--- src/rtl/aes_round_controller.sv ---
// -----------------------------------------------------------------------------
// aes_round_controller
//
// Sequences one AES block operation over the round datapath. After a start
// request it waits for the key schedule, then steps the datapath through the
// initial AddRoundKey, the Nr-1 middle rounds and the final round. Each cycle
// it presents the matching 128-bit round key. Encrypt uses keys 0..Nr in
// order. Decrypt uses keys Nr..0.
//
// Parameters:
//   Nr  number of rounds (10/12/14 for AES-128/192/256)
//   RW  width of round_idx, 2**RW > Nr
//
// Ports:
//   clk          rising-edge clock
//   reset        asynchronous, active-high reset
//   start        request one block operation (sampled in IDLE only)
//   decrypt      key order for the accepted operation (latched on accept)
//   key_ready    key schedule valid
//   key_sched    expanded key, round key 0 in the most significant 128 bits
//   busy         high in every state except IDLE
//   round_idx    current round number, 0..Nr
//   round_key    key for the current round (0 when no round is active)
//   sel_initial  datapath performs AddRoundKey only
//   sel_middle   datapath performs a full round
//   sel_final    datapath performs the final round (no MixColumns)
//   state_we     datapath captures its result at the next edge
//   done         one-cycle pulse, block result valid
// -----------------------------------------------------------------------------
module aes_round_controller #(
  parameter int Nr = 10,
  parameter int RW = 4
) (
  input  logic                  clk,
  input  logic                  reset,
  input  logic                  start,
  input  logic                  decrypt,
  input  logic                  key_ready,
  input  logic [(Nr+1)*128-1:0] key_sched,
  output logic                  busy,
  output logic [RW-1:0]         round_idx,
  output logic [127:0]          round_key,
  output logic                  sel_initial,
  output logic                  sel_middle,
  output logic                  sel_final,
  output logic                  state_we,
  output logic                  done
);

  typedef enum logic [2:0] {
    IDLE,
    WAIT_KEY,
    INIT,
    ROUND,
    FINAL,
    DONE
  } state_t;

  // Registered Moore outputs, always loaded with the decode of the state
  // being entered so they line up with the state register.
  typedef struct packed {
    logic busy;
    logic sel_initial;
    logic sel_middle;
    logic sel_final;
    logic state_we;
    logic done;
  } outs_t;

  localparam logic [RW-1:0] IDX_LAST_MID = RW'(Nr - 1);
  localparam logic [RW-1:0] IDX_FINAL    = RW'(Nr);
  localparam logic [RW-1:0] IDX_ONE      = RW'(1);

  state_t      state;
  outs_t       outs;
  logic        mode;      // latched decrypt flag of the running operation
  logic [RW-1:0] key_idx;
  logic [127:0]  keys [0:Nr];

  function automatic outs_t decode(input state_t s);
    outs_t o;
    // NOTE: every field gets a default before the case so no path leaves a
    // field unassigned; the same habit keeps combinational blocks latch-free.
    o = '0;
    o.busy = (s != IDLE);
    case (s)
      INIT:    o.sel_initial = 1'b1;
      ROUND:   o.sel_middle  = 1'b1;
      FINAL:   o.sel_final   = 1'b1;
      DONE:    o.done        = 1'b1;
      default: ;
    endcase
    o.state_we = o.sel_initial | o.sel_middle | o.sel_final;
    return o;
  endfunction

  // NOTE: state and every registered output use non-blocking assignments so
  // all of them update together from the values sampled at the same edge.
  always_ff @(posedge clk or posedge reset) begin
    if (reset) begin
      state     <= IDLE;
      outs      <= '0;
      round_idx <= '0;
      mode      <= 1'b0;
    end else begin
      case (state)
        IDLE: begin
          if (start) begin
            state     <= WAIT_KEY;
            outs      <= decode(WAIT_KEY);
            mode      <= decrypt;
            round_idx <= '0;
          end
        end

        WAIT_KEY: begin
          if (key_ready) begin
            state     <= INIT;
            outs      <= decode(INIT);
            round_idx <= '0;
          end
        end

        INIT: begin
          if (!key_ready) begin
            // Schedule went invalid: abandon and wait for it again.
            state     <= WAIT_KEY;
            outs      <= decode(WAIT_KEY);
            round_idx <= '0;
          end else if (Nr == 1) begin
            state     <= FINAL;
            outs      <= decode(FINAL);
            round_idx <= IDX_FINAL;
          end else begin
            state     <= ROUND;
            outs      <= decode(ROUND);
            round_idx <= IDX_ONE;
          end
        end

        ROUND: begin
          if (!key_ready) begin
            state     <= WAIT_KEY;
            outs      <= decode(WAIT_KEY);
            round_idx <= '0;
          end else if (round_idx == IDX_LAST_MID) begin
            state     <= FINAL;
            outs      <= decode(FINAL);
            round_idx <= IDX_FINAL;
          end else begin
            round_idx <= round_idx + IDX_ONE;
          end
        end

        FINAL: begin
          if (!key_ready) begin
            state     <= WAIT_KEY;
            outs      <= decode(WAIT_KEY);
            round_idx <= '0;
          end else begin
            state <= DONE;
            outs  <= decode(DONE);
          end
        end

        DONE: begin
          // A start seen here is dropped; it must be raised again in IDLE.
          state     <= IDLE;
          outs      <= decode(IDLE);
          round_idx <= '0;
        end

        default: begin
          state     <= IDLE;
          outs      <= '0;
          round_idx <= '0;
        end
      endcase
    end
  end

  // Unpack the schedule so round key k sits at keys[k].
  for (genvar k = 0; k <= Nr; k++) begin : g_key
    assign keys[k] = key_sched[(Nr+1)*128-1-128*k -: 128];
  end

  // Decrypt walks the schedule backwards.
  assign key_idx   = mode ? (IDX_FINAL - round_idx) : round_idx;
  assign round_key = outs.state_we ? keys[key_idx] : '0;

  assign busy        = outs.busy;
  assign sel_initial = outs.sel_initial;
  assign sel_middle  = outs.sel_middle;
  assign sel_final   = outs.sel_final;
  assign state_we    = outs.state_we;
  assign done        = outs.done;

endmodule

--- config.mk ---
export PLATFORM = sky130hd
export DESIGN_NAME = aes_round_controller
export DESIGN_NICKNAME = d
export VERILOG_FILES = /design/src/rtl/aes_round_controller.sv
export SDC_FILE = /design/constraint.sdc
export NUM_CORES = 1
export LEC_CHECK = 0
export CAP_MARGIN = 20
export CORE_AREA = 2 2 610 612
export CTS_BUF_LIST = sky130_fd_sc_hd__clkbuf_8 sky130_fd_sc_hd__clkbuf_16
export DETAILED_ROUTE_END_ITERATION = 8
export DIE_AREA = 0 0 612 614
export PLACE_DENSITY = 0.3
export RECOVER_POWER = 50
export SETUP_SLACK_MARGIN = 0.5
export SYNTH_ARGS = -nofsm -noshare
export SYNTH_HDL_FRONTEND = slang
export SYNTH_SLANG_ARGS = --single-unit
export TNS_END_PERCENT = 30
--- constraint.sdc ---
create_clock -name clk -period 6.4 [get_ports clk]
set_input_delay 1.28 -clock clk [delete_from_list [all_inputs] [get_ports clk]]
set_output_delay 1.28 -clock clk [all_outputs]
set_load 0.01 [all_outputs]
=== Yosys cells after proc, flatten, opt, wreduce, memory -nomap -nowiden ===
Index checks and enable logic that the tools add are counted.
Widths: inputs -> output; s select.

* Register bits after elaboration: 14
* Latch bits: 0
* Memory bits (writable): 0
* Bits in read-only memories: 0
* Input bits: 1413
* Output and inout bits: 138
* Logic and storage cells: 52
* Memories kept: 0

* Add/subtract/negate cells: 2
* Multiply operators: 0
* Divide/modulo/power cells: 0
* $lt $le $gt $ge: 1
* Equal/unequal tests: 9
* Shift-type cells: 0
* Mux-type cells: 26
* Bitwise gates (word level): 1
* Reductions and logical operators: 4

{| class="wikitable"
|+ Operators by type and width
! kind !! number
|-
| $bmux 128 s4 || 1
|-
| $mux 128 || 3
|-
| $pmux 6 s5 || 1
|-
| $mux 4 || 7
|-
| $mux 6 || 4
|-
| $pmux 4 s5 || 1
|-
| $mux 3 || 5
|-
| $pmux 3 s5 || 1
|-
| $eq 3x2->1 const B || 2
|-
| $ne 2x2->1 const B || 3
|-
| $reduce_and 3->1 || 2
|-
| $ge 5x5->1 const B || 1
|-
| $not 4->5 || 1
|-
| $add 4x1->4 const B || 1
|-
| $eq 4x4->1 const B || 1
|-
| $sub 4x4->4 const A || 1
|-
| $eq 3x1->1 const B || 1
|-
| $eq 3x3->1 const B || 1
|-
| $logic_not 3->1 || 1
|-
| $ne 3x3->1 const B || 1
|-
| $mux 1 || 2
|-
| $mux 2 || 1
|-
| $reduce_and 2->1 || 1
|}

=== Logic depth before layout (Yosys ltp) ===
Gate-level depths: netlist of the first run.

* Word-level depth: 7
* Mapped depth: 8
* Gate-level depth less buffers: 6

=== Worst setup path after synthesis of the first run ===
No wires, ideal clock.

* Path kind: register to output
* Start: reg round_idx[1]
* End: out round_key[102]
* Arrival: 2163 ps
* Path slack: 2957 ps
* Stages on the path, launching flop included: 9
* Path buffers: 2
* Cell sequence: dfrtp_1 inv_1 ha_1 mux2_4 buf_4 buf_6 mux4_2 inv_1 a222oi_1

* Word-level cells in the longest chain between the ends: 7

{| class="wikitable"
|+ Ends and longest elaborated chain
! element !! RTL line !! text
|-
| from (decl) || 41 || <nowiki>output logic [RW-1:0] round_idx,</nowiki>
|-
| from (signal assigned) || 151 || <nowiki>round_idx <= round_idx + IDX_ONE;</nowiki>
|-
| $sub 4x4->4 || 188 || <nowiki>assign key_idx = mode ? (IDX_FINAL - round_idx) : round_idx;</nowiki>
|-
| $mux 4 * || 188 ||
|-
| $not 4->5 (implied by the code) * || 189 || <nowiki>assign round_key = outs.state_we ? keys[key_idx] : '0;</nowiki>
|-
| $bmux 128 s4 * || 189 ||
|-
| $mux 128 (implied by the code) * (2 in a row) || 189 ||
|-
| $mux 128 * || 189 ||
|-
| to (decl) || 42 || <nowiki>output logic [127:0] round_key,</nowiki>
|}

Mark *: on every way between the ends. The rest lies on a longest branch, timed or not. The select of a mux whose other input is x is not followed.

=== Final worst setup path of the first run ===
* Start: reg round_idx[1]
* End: out round_key[31]

Same word-level chain as after synthesis.

==> results of run 1 <==
## through the flow
step / hold WS (ns) / total power, mW
after floorplan: 0.518 / 3.48
after global placement: 0.478 / 9.05
after detailed placement: 0.470 / 9.03
after CTS: 0.481 / 9.34
after global routing: 0.492 / 9.30
final: 0.472 / 8.76
## power breakdown
part	internal (mW)	switching (mW)
registers	0.101	0.0770
clock network	0.0828	0.0380
logic	3.37	5.10
total	3.55	5.22
## cell type report
class                           instances  area (um^2)  share of cell area, %
Timing Repair Buffer                 1629        16300                   46.9
Antenna cell                           54          135                  0.388
Clock buffer                            3         75.1                  0.216
Sequential cell                        14          359                   1.03
Clock inverter                          1         3.75                 0.0108
Tap cell                             4972         6220                   17.9
Inverter                              261          980                   2.81
Multi-Input combinational cell        840        10700                   30.8
## registers in the layout (all words and copies together) (netlist names)
name and flops:
busy 1, state 3, mode 1, state_we 1, sel_middle 1, sel_initial 1, sel_final 1, round_idx 4
done 1
## worst min-delay path by stage
stage	endpoint	depth (start not counted)
2_1_floorplan	sel_initial	1
3_3_place_gp	sel_initial	1
3_5_place_dp	sel_initial	1
4_1_cts	sel_initial	1
5_1_grt	sel_initial	1
6_report	sel_initial	1
## placed cells by master (no fill, tap or decap), types with 3 or more instances in the layout
master,n
sky130_fd_sc_hd__clkbuf_16,3
sky130_fd_sc_hd__nand4_1,4
sky130_fd_sc_hd__a32oi_1,128
sky130_fd_sc_hd__mux4_2,256
sky130_fd_sc_hd__o21ai_0,6
sky130_fd_sc_hd__clkbuf_2,3
sky130_fd_sc_hd__inv_1,262
sky130_fd_sc_hd__clkbuf_1,26
sky130_fd_sc_hd__clkdlybuf4s50_1,1466
sky130_fd_sc_hd__a21oi_1,3
sky130_fd_sc_hd__diode_2,54
sky130_fd_sc_hd__dfrtp_1,11
sky130_fd_sc_hd__nor2_1,5
sky130_fd_sc_hd__dlygate4sd3_1,14
sky130_fd_sc_hd__a222oi_1,129
sky130_fd_sc_hd__buf_4,78
sky130_fd_sc_hd__buf_12,41
sky130_fd_sc_hd__nand2_1,132
sky130_fd_sc_hd__mux2_2,132
## critical path, stage by stage, from the launching register on
cell and delay [ns]:
sky130_fd_sc_hd__dfrtp_2 0.57, sky130_fd_sc_hd__inv_1 0.10, sky130_fd_sc_hd__ha_1 0.50, sky130_fd_sc_hd__mux2_1 0.48, sky130_fd_sc_hd__buf_12 0.20, sky130_fd_sc_hd__buf_12 0.21, sky130_fd_sc_hd__buf_4 0.17, sky130_fd_sc_hd__mux4_2 0.23
sky130_fd_sc_hd__inv_1 0.11, sky130_fd_sc_hd__a222oi_1 0.96, sky130_fd_sc_hd__clkdlybuf4s50_1 0.76
## metal layers
| metal | GRT usage [%] | part of all wire, % | wire length [um] | up-vias |
|---|---|---|---|---|
| met5 | 0 | 0.47 | 1540 | - |
| met4 | 1.49 | 2.0 | 6470 | 234 |
| li1 | - | - | - | 8337 |
| met2 | 28.9 | 48 | 157000 | 1738 |
| met1 | 17.6 | 35 | 116000 | 10908 |
| met3 | 9.84 | 14 | 45600 | 613 |
## what timing repair did
| item | in CTS | in global routing |
|---|---|---|
| buffers inserted | 8 | 0 |
| pin swaps | 3 | 1 |
| endpoints found under the setup margin | 3 | 2 |
| endpoints found under the hold margin | 0 | 0 |
| cloned | 3 | 0 |
| resized for setup | 3 | 2 |
## cell families (layout without fill, tap and decap cells)
| kind of cell | Yosys count | count (layout) | synth area share (%) |
|---|---|---|---|
| buffers and inverters | 439 | 1894 | 16.6 |
| multiplexers | 388 | 390 | 55.2 |
| AO/OA/AOI/OAI | 282 | 283 | 19.7 |
| AND/OR/NAND/NOR | 164 | 164 | 5.58 |
| flip-flops | 14 | 14 | 2.66 |
| adder cells (fa/ha/maj) | 2 | 2 | 0.190 |
| XOR/XNOR | 1 | 1 | 0.0666 |
| other | 0 | 54 | 0 |
==> implementation parameters, run 1 <==
Parameter                              Value

Run status
  Run status ... finished with violations
  Failing checks ... design-rule violations

Synth
  Leading cell type by number of instances after synthesis ... sky130_fd_sc_hd__inv_1
  Number of enable-type register cells in the synthesized netlist ... 0
  Async SR Flop Fraction ... 100%
  Top flip-flop cell by instance count after synthesis ... sky130_fd_sc_hd__dfrtp_1
  Area share of the largest cell type after synthesis ... 43.8%
  Number of synthesized register bits ... 14
  Yosys warnings ... 0
  Area contributors post-synth ... sky130_fd_sc_hd__mux4_2 (44%), sky130_fd_sc_hd__mux2_2 (11%), sky130_fd_sc_hd__a222oi_1 (9.8%), sky130_fd_sc_hd__a32oi_1 (8.5%), sky130_fd_sc_hd__inv_1 (7.4%)
  Syn Inst Count ... 1290
  Yosys top cell by area ... sky130_fd_sc_hd__mux4_2
  Average cell area after synthesis ... 10.2 um^2
  Cell types with the highest counts after synthesis ... sky130_fd_sc_hd__inv_1 (261), sky130_fd_sc_hd__mux4_2 (256), sky130_fd_sc_hd__nand2_1 (132)
  Sequential-to-total area share from yosys stat ... 2.66%
  Post-synthesis instance area ... 0.0132 mm^2
  Count of different cell masters after synthesis ... 50
  Post-synthesis net count ... 2705

Clock network
  TritonCTS Buffers ... 3
  CTS hold repair buffers ... 0
  Max clock buf depth ... 2
  Register clock-pin slew on the reported worst setup and hold paths ... 0.05 ns
  Max H-tree Level ... 1
  Clock Latency Late Sink ... 0.24 ns
  Buffer cell driving the clock tree root ... sky130_fd_sc_hd__clkbuf_16
  TritonCTS clock tree ... built
  Num Clock Sinks ... 14

Global route
  GRT Overall Usage ... 16.6%
  Wire length of the first global-routing pass ... 373000 um
  Vias in the first global route ... 21.7k
  Maximum number of pins on one net before global-route repair ... 97
  Initial antenna violation count ... 355
  Remaining Overflow, GRT ... 0

Placement
  GPL Wtd Cong ... 0.840
  Cell area after placement ... 0.0347 mm^2
  Port Buffer Count ... 1550
  Number of instances in the placed design ... 7705
  Pre-CTS setup slack ... 0.709 ns
  HPWL Detailed ... 300000 um

Critical path
  Startpoint class of the critical path ... register
  Setup Crit Path Kind ... reg -> out
  Crit path arrival time ... 4.62 ns
  Capture point of the worst reg-to-reg path ... state_we
  Worst r2r src ... round_idx[1]
  Crit. End Element ... primary output
  Capturing element of the worst setup path ... round_key[31]
  Worst-path maximum fanout ... 11
  Worst R2R Path Depth ... 6
  FF-to-FF setup slack ... 3.94 ns
  Worst setup path startpoint ... round_idx[1]
  Required time worst endpoint ... 5.12 ns

Timing
  Max-slew headroom at the worst pin ... 5.51%
  Max-slew violation total from the final report ... 0
  Time the worst path needs with I/O delays and setup ... 5.90 ns
  Number of setup violations in the final report ... 0
  Smallest setup slack after layout ... 0.502 ns
  RSZ-0062 raised after global routing ... yes
  Part of the cycle the worst path needs ... 92.1%
  Final Hold Violating Endpoints ... 0
  Total Negative Setup Slacks ... 0 ns
  Skew final ... 0.00188 ns
  Transition time at the pin with the least slew margin ... 1.42 ns
  Maximum clock frequency ... 0.170 GHz

Floorplanning
  Core area ... 0.370 mm^2
  Total Die Area ... 0.376 mm^2
  Rows ... 224
  Number of ports placed on the die boundary ... 1551
  Effective utilization at floorplan ... 3.55%
  Die height ... 614 um
  Overall die width ... 612 um

Hold path
  Path class of the lowest-slack min-delay path ... reg -> reg
  Origin of the worst min-delay path ... sel_initial

Pwr
  Peak supply drop ... 138 uV
  Leakage power summed over all cells ... 11.1 nW
  PD cells ... 252 mW/mm^2

Detailed routing
  Via total after detailed routing ... 21.8k
  Detailed-route vias per instance ... 2.81
  Average wire length per cell after detail routing ... 42.0 um
  DRT antenna net count ... 0
  Iteration-0 DRC count of the detailed router ... 1814
  1st-pass router iterations ... 9
  DRT Wirelength ... 326000 um
  Detailed-route DRC error count ... 3

Run
  Number of max-capacitance violations reported ... 0

Finish
  Filler cell count in the final layout ... 42.8k
  Number of nets in the final layout ... 4164
  Final instance area ... 0.0348 mm^2
  Post-layout util ... 9.41%
  Non-filler cells in the finished layout ... 7774
  Area delta synth->final ... 165%
  Proportion of layout cells with a drive suffix above 1 ... 19.3%
(Power assumes the default switching activity.)
==> run 2: changes to the inputs <==
Clock period 6.4 ns to 7 ns, I/O delays scaled along.
==> implementation parameters, run 2 (same netlist as run 1, synthesis figures left out) <==
Parameter                              Value

Pwr
  Share of power burned in combinational logic ... 96.3%
  Sw frac ... 59.6%
  Leakage power summed over all cells ... 11.0 nW
  PD cells ... 224 mW/mm^2
  Cell-internal power ... 3.14 mW
  Psw ... 4.62 mW
  Clock share of power ... 1.6%
  Seq pwr share ... 2.1%
  Peak supply drop ... 139 uV

Finish
  Filler cell count in the final layout ... 42.8k
  Number of flip-flops under the largest register name ... 4
  Proportion of layout cells with a drive suffix above 1 ... 17.6%
  Final instance area ... 0.0346 mm^2
  Most frequent cells in the layout ... sky130_fd_sc_hd__clkdlybuf4s50_1 (1493), sky130_fd_sc_hd__inv_1 (261), sky130_fd_sc_hd__mux4_2 (256), sky130_fd_sc_hd__nand2_1 (132), sky130_fd_sc_hd__mux2_2 (131)
  Most common cell after layout, fill and taps aside ... sky130_fd_sc_hd__clkdlybuf4s50_1
  Post-layout util ... 9.34%
  Number of nets in the final layout ... 4149
  Largest reg by FF count ... round_idx
  Area delta synth->final ... 163%
  Largest registers ... round_idx (4), state (3)

Global route
  Remaining Overflow, GRT ... 0
  Wire length of the first global-routing pass ... 375000 um
  Initial antenna violation count ... 380
  Vias in the first global route ... 21.6k
  Maximum number of pins on one net before global-route repair ... 67
  GRT Overall Usage ... 16.6%

Critical path
  Startpoint class of the critical path ... register
  Crit path arrival time ... 4.85 ns
  Crit. End Element ... primary output
  FF-to-FF setup slack ... 4.54 ns
  Worst-path maximum fanout ... 26
  Setup Crit Path Kind ... reg -> out
  Required time worst endpoint ... 5.60 ns

Floorplanning
  Number of ports placed on the die boundary ... 1551
  Effective utilization at floorplan ... 3.55%
  Total Die Area ... 0.376 mm^2
  Core area ... 0.370 mm^2
  Die height ... 614 um
  Overall die width ... 612 um
  Rows ... 224

Hold path
  Path class of the lowest-slack min-delay path ... reg -> reg

Timing
  Transition time at the pin with the least slew margin ... 1.35 ns
  Max-slew violation total from the final report ... 0
  Max-slew headroom at the worst pin ... 9.73%
  Time the worst path needs with I/O delays and setup ... 6.25 ns
  Final Hold Violating Endpoints ... 0
  Skew final ... 0.00272 ns
  Part of the cycle the worst path needs ... 89.3%
  Number of setup violations in the final report ... 0
  Maximum clock frequency ... 0.160 GHz
  Worst-case hold slack ... 0.478 ns
  RSZ-0062 raised after global routing ... no
  Total Negative Setup Slacks ... 0 ns

Detailed routing
  Via total after detailed routing ... 21.9k
  Average wire length per cell after detail routing ... 42.2 um
  Detailed-route DRC error count ... 0
  DRT antenna net count ... 0
  Detailed-route vias per instance ... 2.82
  DRT Wirelength ... 328000 um
  Iteration-0 DRC count of the detailed router ... 2323
  1st-pass router iterations ... 9

Placement
  HPWL Detailed ... 303000 um
  Cell area after placement ... 0.0344 mm^2
  GPL Wtd Cong ... 0.840
  Port Buffer Count ... 1550

Clock network
  Num Clock Sinks ... 14
  Clock Latency Late Sink ... 0.25 ns
  Max H-tree Level ... 1
  Buffer cell driving the clock tree root ... sky130_fd_sc_hd__clkbuf_16
  Max clock buf depth ... 2
  TritonCTS Buffers ... 3
  CTS hold repair buffers ... 0
  Register clock-pin slew on the reported worst setup and hold paths ... 0.05 ns
  TritonCTS clock tree ... built
  Number of setup buffers added after CTS ... 0

Run
  Number of max-capacitance violations reported ... 0

Run status
  Run status ... completed
[run 2: layout make-up]
class | count | area (um^2) | area share [%]
repair buffers | 1617 | 16100 | 46.6
diodes | 55 | 138 | 0.398
well taps | 4972 | 6220 | 18.0
inverters | 261 | 980 | 2.83
multi-input cells | 837 | 10700 | 30.9
flip-flops and latches | 14 | 358 | 1.03
clock buffers | 4 | 88.8 | 0.257
[run 2: timing repair]
| item | CTS | global route |
|---|---|---|
| gates resized for setup | 1 | 1 |
| pin swaps | 1 | 0 |
| setup endpoints to repair | 1 | 2 |
[run 2: final timing paths]
path / to / cells after the start / from
worst min-delay path: sel_initial / 1 / sel_initial
worst max register to register: sel_final / 5 / round_idx[0]
max in group asynchronous: round_idx[0] / 2 / reset
worst max-delay path: round_key[30] / 8 / round_idx[0]
min in group asynchronous: sel_middle / 2 / reset
worst min register to register: sel_initial / 1 / sel_initial
[run 2: routing by layer]
layer  part of all wire, %  vias to the layer above  global-route usage (%)  routed length (um)
met5                  0.37                        -                       0                1200
met4                   1.8                      188                    1.09                5760
met3                    12                      642                    7.92               37700
met2                    49                     1792                    29.5              160000
met1                    38                    10948                    18.7              123000
li1                      -                     8290                       -                   -
[run 2: power groups by stage]
stage	clock, mW	combinational [mW]	sequential (mW)
2_1_floorplan	0	3.08	0.105
3_3_place_gp	0	7.88	0.165
3_5_place_dp	0	7.84	0.165
4_1_cts	0.126	7.87	0.164
5_1_grt	0.130	7.93	0.166
6_report	0.124	7.47	0.159
[run 2: stage by stage]
| stage | setup WS [ns] | total power [mW] | std cells |
|---|---|---|---|
| floorplan | 3.44 | 3.18 | 1290 |
| global placement | 0.405 | 8.04 | 7694 |
| detailed placement | 0.631 | 8.01 | 7699 |
| CTS | 0.518 | 8.16 | 7703 |
| global route | 0.340 | 8.23 | 7721 |
| finish | 0.749 | 7.76 | 7760 |
[run 2: critical path, stage by stage, from the launching register on]
cell	delay [ns]
sky130_fd_sc_hd__dfrtp_4	0.62
sky130_fd_sc_hd__ha_1	0.40
sky130_fd_sc_hd__and3b_4	0.27
sky130_fd_sc_hd__nor4b_4	0.37
sky130_fd_sc_hd__buf_12	0.28
sky130_fd_sc_hd__clkbuf_2	0.78
sky130_fd_sc_hd__a32oi_1	0.23
sky130_fd_sc_hd__a222oi_1	1.08
sky130_fd_sc_hd__dlygate4sd2_1	0.47
==> run 3: changes to the inputs <==
Settings changed: REMOVE_ABC_BUFFERS from default to 1.
==> implementation parameters, run 3 (same netlist as run 1, synthesis figures left out) <==
Parameter                              Value

Timing
  Max-slew violation total from the final report ... 76
  Number of setup violations in the final report ... 0
  Maximum clock frequency ... 0.156 GHz
  Skew final ... 0.00366 ns
  Worst-case hold slack ... 0.492 ns
  RSZ-0062 raised after global routing ... no
  Part of the cycle the worst path needs ... 91.7%
  Smallest setup slack after layout ... 0.580 ns
  Total Negative Setup Slacks ... 0 ns
  Time the worst path needs with I/O delays and setup ... 6.42 ns
  Transition time at the pin with the least slew margin ... 1.86 ns
  Final Hold Violating Endpoints ... 0
  Max-slew headroom at the worst pin ... -24.3%

Clock network
  Buffer cell driving the clock tree root ... sky130_fd_sc_hd__clkbuf_16
  Num Clock Sinks ... 14
  Number of setup buffers added after CTS ... 0
  Clock Latency Late Sink ... 0.25 ns
  TritonCTS clock tree ... built
  CTS-repair resized insts ... 0
  Max clock buf depth ... 2
  Max H-tree Level ... 1
  Register clock-pin slew on the reported worst setup and hold paths ... 0.05 ns
  CTS hold repair buffers ... 0
  TritonCTS Buffers ... 3

Finish
  Number of flip-flops under the largest register name ... 4
  Area delta synth->final ... 162%
  Final instance area ... 0.0345 mm^2
  Proportion of layout cells with a drive suffix above 1 ... 17.1%
  Largest registers ... round_idx (4), state (3)
  Non-filler cells in the finished layout ... 7727
  Most frequent cells in the layout ... sky130_fd_sc_hd__clkdlybuf4s50_1 (1503), sky130_fd_sc_hd__inv_1 (261), sky130_fd_sc_hd__mux4_2 (256), sky130_fd_sc_hd__nand2_1 (132), sky130_fd_sc_hd__mux2_2 (131)
  Post-layout util ... 9.31%
  Number of nets in the final layout ... 4136
  Largest reg by FF count ... round_idx
  Most common cell after layout, fill and taps aside ... sky130_fd_sc_hd__clkdlybuf4s50_1

Hold path
  Origin of the worst min-delay path ... sel_initial
  Path class of the lowest-slack min-delay path ... reg -> reg

Placement
  Cell area after placement ... 0.0343 mm^2
  GPL Wtd Cong ... 0.877
  Pre-CTS setup slack ... 0.985 ns
  Number of instances in the placed design ... 7688
  HPWL Detailed ... 286000 um
  Port Buffer Count ... 1550

Critical path
  Worst r2r src ... round_idx[1]
  Cell class contributing the biggest share of worst-path delay ... buffers and inverters
  Required time worst endpoint ... 5.60 ns
  Setup Crit Path Kind ... reg -> out
  Worst setup path startpoint ... round_idx[0]
  CP max stage cell ... sky130_fd_sc_hd__clkdlybuf4s50_1
  Startpoint class of the critical path ... register
  Most common cell type on the critical path ... sky130_fd_sc_hd__buf_12
  Critical path buffer and inverter count ... 4
  Crit path arrival time ... 5.02 ns
  Worst-path maximum fanout ... 49
  Ordered list of cells on the worst path ... buf_12, nand2_2, xnor2_1, a22o_2, buf_12, buf_4, a222oi_1, clkdlybuf4s50_1
  Slowest cell delay on critical path ... 1.10 ns
  Crit. End Element ... primary output

Detailed routing
  Iteration-0 DRC count of the detailed router ... 2325
  Average wire length per cell after detail routing ... 40.7 um
  Detailed-route DRC error count ... 1
  Via total after detailed routing ... 21.7k
  Detailed-route vias per instance ... 2.80
  DRT antenna net count ... 0
  DRT Wirelength ... 314000 um
  1st-pass router iterations ... 9

Global route
  Maximum number of pins on one net before global-route repair ... 71
  Initial antenna violation count ... 372
  Vias in the first global route ... 21.6k
  Remaining Overflow, GRT ... 0
  Wire length of the first global-routing pass ... 363000 um
  GRT Overall Usage ... 16.0%

Pwr
  PD cells ... 220 mW/mm^2
  Peak supply drop ... 196 uV
  Leakage power summed over all cells ... 10.9 nW
  Power after layout ... 7.59 mW

Run status
  Run status ... finished with violations
  Failing checks ... design-rule violations, max-capacitance violations, max-slew violations

Floorplanning
  Number of ports placed on the die boundary ... 1551
  Effective utilization at floorplan ... 3.55%
  Die height ... 614 um
  Core area ... 0.370 mm^2
  Overall die width ... 612 um
  Rows ... 224
  Total Die Area ... 0.376 mm^2

Run
  Number of max-capacitance violations reported ... 3
[run 3: final cells by class]
cell class	count	area, um^2
fill	42794	336000
timing repair buffer	1604	16100
multi-input combinational	837	10700
tap	4972	6220
inverter	261	980
sequential	14	358
clock buffer	4	88.8
antenna	35	87.6
[run 3: power by group]
group          leakage, nW  internal, mW  switching [mW]
Sequential           0.174        0.0922          0.0553
Combinational         10.7          2.95            4.37
Clock               0.0444        0.0868          0.0373
Total                 10.9          3.13            4.47
[run 3: worst paths after layout]
kind	slack, ns	cells past startpoint	to
max in group asynchronous	4.80	2	state_we
worst min-delay path	0.49	1	sel_initial
worst max register to register	4.70	6	state_we
worst max-delay path	0.58	8	round_key[73]
worst min register to register	0.49	1	sel_initial
min in group asynchronous	1.70	2	round_idx[2]
[run 3: metal layers]
| metal | vias up | share of wire (%) | track usage (%) |
|---|---|---|---|
| li1 | 8245 | - | - |
| met1 | 10811 | 37 | 18.0 |
| met2 | 1730 | 47 | 27.3 |
| met3 | 659 | 13 | 8.89 |
| met4 | 222 | 1.5 | 0.863 |
| met5 | - | 0.47 | 0 |
